### config.mk
export PLATFORM = sky130hd
export DESIGN_NAME = lfsr_counter_gen
export DESIGN_NICKNAME = d
export VERILOG_FILES = /design/src/rtl/lfsr_counter_gen.sv
export SDC_FILE = /design/constraint.sdc
export NUM_CORES = 1
export LEC_CHECK = 0
export ABC_AREA = 1
export BUFFER_PORTS_ARGS = -buffer_cell sky130_fd_sc_hd__buf_2
export CAP_MARGIN = 20
export CORE_AREA = 10 10 72 74
export CTS_CLUSTER_SIZE = 12
export DETAILED_ROUTE_END_ITERATION = 8
export DIE_AREA = 0 0 82 84
export PLACE_DENSITY = 0.5
export SLEW_MARGIN = 20
export SYNTH_ARGS = -nofsm -noshare
export SYNTH_HDL_FRONTEND = slang
export SYNTH_SLANG_ARGS = --single-unit
export TNS_END_PERCENT = 10
### constraint.sdc
create_clock -name CLK -period 1.75 [get_ports CLK]
set_input_delay 0.175 -clock CLK [delete_from_list [all_inputs] [get_ports CLK]]
set_output_delay 0.175 -clock CLK [all_outputs]
set_load 0.005 [all_outputs]
### src/rtl/lfsr_counter_gen.sv
// Parametrised shift-register sequence generator (LFSR / ring / Johnson / hold)
// with seed load, lockup detection, auto-recovery and period measurement.
module lfsr_counter_gen #(
  parameter int                WIDTH        = 4,
  parameter logic [WIDTH-1:0]  TAPS         = 4'b0011,
  parameter logic [WIDTH-1:0]  SEED         = 4'b0100,
  parameter int                AUTO_RECOVER = 1
) (
  input  logic             CLK,
  input  logic             RST,
  input  logic             EN,
  input  logic [1:0]       MODE,
  input  logic             LOAD,
  input  logic [WIDTH-1:0] LOAD_VAL,
  output logic [WIDTH-1:0] Q,
  output logic             LOCKUP,
  output logic             WRAP,
  output logic [WIDTH:0]   STEP_CNT,
  output logic [WIDTH:0]   PERIOD
);

  typedef enum logic [1:0] {
    MODE_LFSR    = 2'b00,
    MODE_RING    = 2'b01,
    MODE_JOHNSON = 2'b10,
    MODE_HOLD    = 2'b11
  } mode_e;

  localparam bit RECOVER_EN = (AUTO_RECOVER != 0);

  mode_e            mode;
  logic [WIDTH-1:0] q_r;
  logic [WIDTH-1:0] ref_r;
  logic [WIDTH:0]   step_cnt_r;
  logic [WIDTH:0]   period_r;
  logic             wrap_r;

  logic [WIDTH-1:0] nxt;
  logic             fb;
  logic             do_step;
  logic             do_recover;
  logic             hits_ref;

  // Counter increments stick at all-ones so an unbounded run never aliases
  // back onto a short period.
  function automatic logic [WIDTH:0] sat_inc(input logic [WIDTH:0] v);
    return (&v) ? v : v + {{WIDTH{1'b0}}, 1'b1};
  endfunction

  assign mode = mode_e'(MODE);

  always_comb begin
    fb  = ^(q_r & TAPS);
    nxt = q_r;
    case (mode)
      MODE_LFSR:    nxt = {fb,     q_r[WIDTH-1:1]};
      MODE_RING:    nxt = {q_r[0], q_r[WIDTH-1:1]};
      MODE_JOHNSON: nxt = {~q_r[0], q_r[WIDTH-1:1]};
      default:      nxt = q_r;
    endcase
  end

  assign do_step    = EN && (mode != MODE_HOLD);
  assign do_recover = RECOVER_EN && EN && (mode == MODE_LFSR) && (q_r == '0);
  assign hits_ref   = (nxt == ref_r);

  // Priority: reset > load > recovery > step > idle.
  always_ff @(posedge CLK or posedge RST) begin
    if (RST) begin
      q_r        <= SEED;
      ref_r      <= SEED;
      step_cnt_r <= '0;
      period_r   <= '0;
      wrap_r     <= 1'b0;
    end else if (LOAD) begin
      q_r        <= LOAD_VAL;
      ref_r      <= LOAD_VAL;
      step_cnt_r <= '0;
      wrap_r     <= 1'b0;
    end else if (do_recover) begin
      q_r        <= SEED;
      ref_r      <= SEED;
      step_cnt_r <= '0;
      wrap_r     <= 1'b0;
    end else if (do_step) begin
      q_r <= nxt;
      if (hits_ref) begin
        wrap_r     <= 1'b1;
        period_r   <= sat_inc(step_cnt_r);
        step_cnt_r <= '0;
      end else begin
        wrap_r     <= 1'b0;
        step_cnt_r <= sat_inc(step_cnt_r);
      end
    end else begin
      wrap_r <= 1'b0;
    end
  end

  assign Q        = q_r;
  assign WRAP     = wrap_r;
  assign STEP_CNT = step_cnt_r;
  assign PERIOD   = period_r;
  assign LOCKUP   = (mode == MODE_LFSR) && (q_r == '0);

endmodule

==> metrics.md <==
| Metric | Value |
|---|---|
| Status | `completed` |
| WL final | `around 2.7 mm` |
| Final worst path period share | `~92%` |
| Die ar. | `between 6000 and 7000 sq um` |
| Worst Path Buf+Inv | `1` |
| GRT overflow | `0` |
| Most frequent cells after synthesis | `30 x nand2_1, 20 x inv_1, 17 x dfrtp_1, 16 x nand3_1, 11 x o21ai_0` |
| Final nets | `~180` |
| Global-route wire length before repair | `around 4.7 mm` |
| CP required | `1.90 ns` |
| Top_reg_cell synth | `dfrtp_1` |
| Top Layer Used | `met4` |
| Synth top area cells | `dfrtp_1 39%, nand2_1 10%, nand3_1 7.2%` |
| PD cells | `a little over 800 nW/um^2` |
| Net Sw Power | `roughly 340 uW` |
| Placeable core area | `3860 sq um` |
| Max-slew violation count | `0` |
| Chip Height | `84 microns` |
| Critical-path top delay cell | `dfrtp_1` |
| Clock Path Buffers | `2` |
| Worst Max-Slew Pin Slew | `~0.74 ns` |
| Leak | `between 0.7 and 0.8 nW` |
| Combinational fraction of design power | `between 20 and 25%` |
| Post-synth top area share | `~39%` |
| CTS tree | `done` |
| H-tree levels | `1` |
| Via count | `1,014` |
| CP Data Arrival Time | `1.76 ns` |
| # setup viols final | `0` |
| CTS Sinks | `19` |
| Total GRT Usage | `~8.3%` |
| Wire length on met2 | `1.23 mm` |
| WP depth | `11` |
| CP Max Fanout | `11` |
| Layout cells sized above 1 | `about a third` |
| Via/cell ratio | `4.59` |
| Clk_lat worst skew | `between 0.2 and 0.3 ns` |
| Num ports | `26` |
| DRT Pass-1 Iters | `4` |
| Hold Fails Final Rpt | `0` |
| CP max stage delay | `just under 0.4 ns` |
| Worst-path clk slew | `0.07 ns` |
| Largest delay share family, worst path | `simple AND/OR/NAND/NOR gates` |
| DR iter-0 viols | `35` |
| DRC | `0` |
| Minimum clock period | `around 1.6 ns` |
| Initial Util | `roughly 29%` |
| Vias in the first global route | `around 1,100` |
| RePlAce Congestion | `between 0.8 and 0.9` |
| Crit-path cells | `inv_1 -> ha_1 -> nand3_1 -> nand2_2 -> nand2_2 -> nand2_1 -> nand2_2 -> nor2_4 -> nand2_4 -> nand2_1 -> o21ai_2` |
| Synth warnings | `0` |
| Register area share after synthesis | `between 40% and 50%` |
| P_int | `~750 uW` |
| Port bufs | `25` |
| Largest net degree at the start of global routing | `20` |
| Kind of critical path | `reg2reg` |
| VDD IR max | `between 0.0004 and 0.0005 V` |
| Fin Clk Skew | `0.00544 ns` |
| CTS Root Cell | `clkbuf_8` |
| Post-DRT Antenna Nets | `0` |
| Post-Route M1 WL | `approximately 1.2 mm` |
| Reg2reg setup slack | `0.14 ns` |
| Max Cap Viol | `0` |
| Worst R2R Path Depth | `11` |
| Switching Fraction | `between 30% and 40%` |
| Sequential power share | `between 40% and 50%` |
| Antenna cell count | `0` |
| Nature of the critical path endpoint | `register` |
| Netlist cell types | `20` |
| Type of origin of the critical path | `register` |
| FMAX | `between 0.6 and 0.7 GHz` |
| CTS Buf Count | `3` |
| Synth Instances | `between 100 and 150` |
| Most used cell, CP | `nand2_2` |
| Total Power | `approximately 1.1 mW` |
| Clock power share | `between 20 and 30%` |
| Mean post-synth cell area | `~8 sq um` |
| Most instantiated library cell after synthesis | `nand2_1` |
| Ys async rst share | `100%` |
| Row cnt | `23` |
| Per-cell routed wire length | `12.4 microns` |
| EDFF count, synth | `0` |
| Fin Setup TNS | `0 ns` |
| Relative slew margins | `between 50% and 60%` |
| Post-synth top area cell | `dfrtp_1` |
| RSZ-0062 raised after global routing | `yes` |
| Initial antenna violation count | `0` |
| Post-DP HPWL | `~2.2 mm` |
| Synthesized area | `~1100 sq um` |
| Die X | `between 80 and 90 microns` |
| Hold-fix buffers at CTS | `0` |
| Layout overhead on the synthesized area | `22.4%` |
| Wire length on met3 | `approximately 240 microns` |
| Worst hold path type | `in2async` |
| Syn Nets | `152` |
| Register bit total from synthesis | `19` |
-- routing by layer --
metal  vias to the layer above  GRT usage [%]
li1                        511              -
met1                       463           9.85
met2                        34           13.2
met3                         6           3.34
met4                         0           2.48
met5                         -              0
-- path summary, 6_finish.rpt --
path,startpoint,end
worst min register to register,PERIOD[4]$_DFFE_PP0P_,PERIOD[4]$_DFFE_PP0P_
worst min-delay path,RST,WRAP$_DFF_PP0_
min in group CLK,LOAD_VAL[0],ref_r[0]$_DFFE_PP0N_
max in group asynchronous,RST,Q[0]$_DFFE_PP0P_
worst max register to register,Q[0]$_DFFE_PP0P_,PERIOD[4]$_DFFE_PP0P_
worst max-delay path,Q[0]$_DFFE_PP0P_,PERIOD[4]$_DFFE_PP0P_
-- registers in the layout, indices dropped and copies added, names as in the netlist --
name      count
STEP_CNT      5
WRAP          1
PERIOD        5
ref_r         4
Q             4
-- placed cells by master (no fill, tap or decap), drive strengths merged --
cell type	synthesis	final
nand2	40	40
buf	3	30
inv	23	23
dfrtp	17	17
o21ai	17	17
nand3	16	16
nor2	7	7
a21oi	4	4
o22ai	4	4
clkbuf	0	3
dfstp	2	2
or2	2	2
a22oi	2	2
ha	2	2
xor2	1	1
clkinv	0	1
-- power groups by stage --
stage                     Combinational, mW  Sequential [mW]  Clock (mW)
after floorplan                       0.165            0.525           0
after global placement                0.259            0.526           0
after detailed placement              0.261            0.525           0
after CTS                             0.262            0.518       0.318
after global routing                  0.307            0.523       0.340
final                                 0.267            0.517       0.304
-- cells by family (layout without fill, tap and decap cells) --
logic type               Yosys count  count (layout)  share of synthesized area, %
AND/OR/NAND/NOR                   65              65                          28.0
adder cells (fa/ha/maj)            2               2                          2.26
XOR/XNOR                           1               1                         0.793
buffers and inverters             26              57                          10.9
flip-flops                        19              19                          43.3
AO/OA/AOI/OAI                     27              27                          14.8
-- area by class of cell --
cell class | instances | area (sq um)
Multi-Input combinational cell | 95 | 517
Fill cell | 440 | 2500
Timing Repair Buffer | 30 | 163
Sequential cell | 19 | 478
Inverter | 23 | 86.3
Clock inverter | 1 | 5.00
Clock buffer | 3 | 41.3
Tap cell | 50 | 62.6
-- worst reg2reg max path, cell delays in order, from the launching register on --
cell and delay, ns:
dfrtp_1 0.39, inv_1 0.09, ha_1 0.28, nand3_1 0.09
nand2_2 0.08, nand2_2 0.05, nand2_1 0.07, nand2_2 0.07
nor2_4 0.12, nand2_4 0.13, nand2_1 0.10, o21ai_2 0.05
-- per-stage QoR --
| step | hold slack, ns | setup slack (ns) | utilization [%] | cells | area [sq um] |
|---|---|---|---|---|---|
| finish | 0.0329 | 0.142 | 35.1 | 221 | 1350 |
| global route | 0.0971 | -0.00499 | 35.1 | 221 | 1350 |
| CTS | 0.0596 | 0.0296 | 34.6 | 220 | 1340 |
| detailed placement | 0.345 | 0.0450 | 33.4 | 216 | 1290 |
| global placement | 0.330 | 0.122 | 33.4 | 216 | 1290 |
| floorplan | 0.125 | 0.191 | - | 140 | 1100 |
-- timing repair --
action                     4_1_cts  5_1_grt
setup endpoints to repair        0        5
setup buffers                    0        1
resized for setup                0        3
No activity file was read; power rests on OpenSTA's default activity.
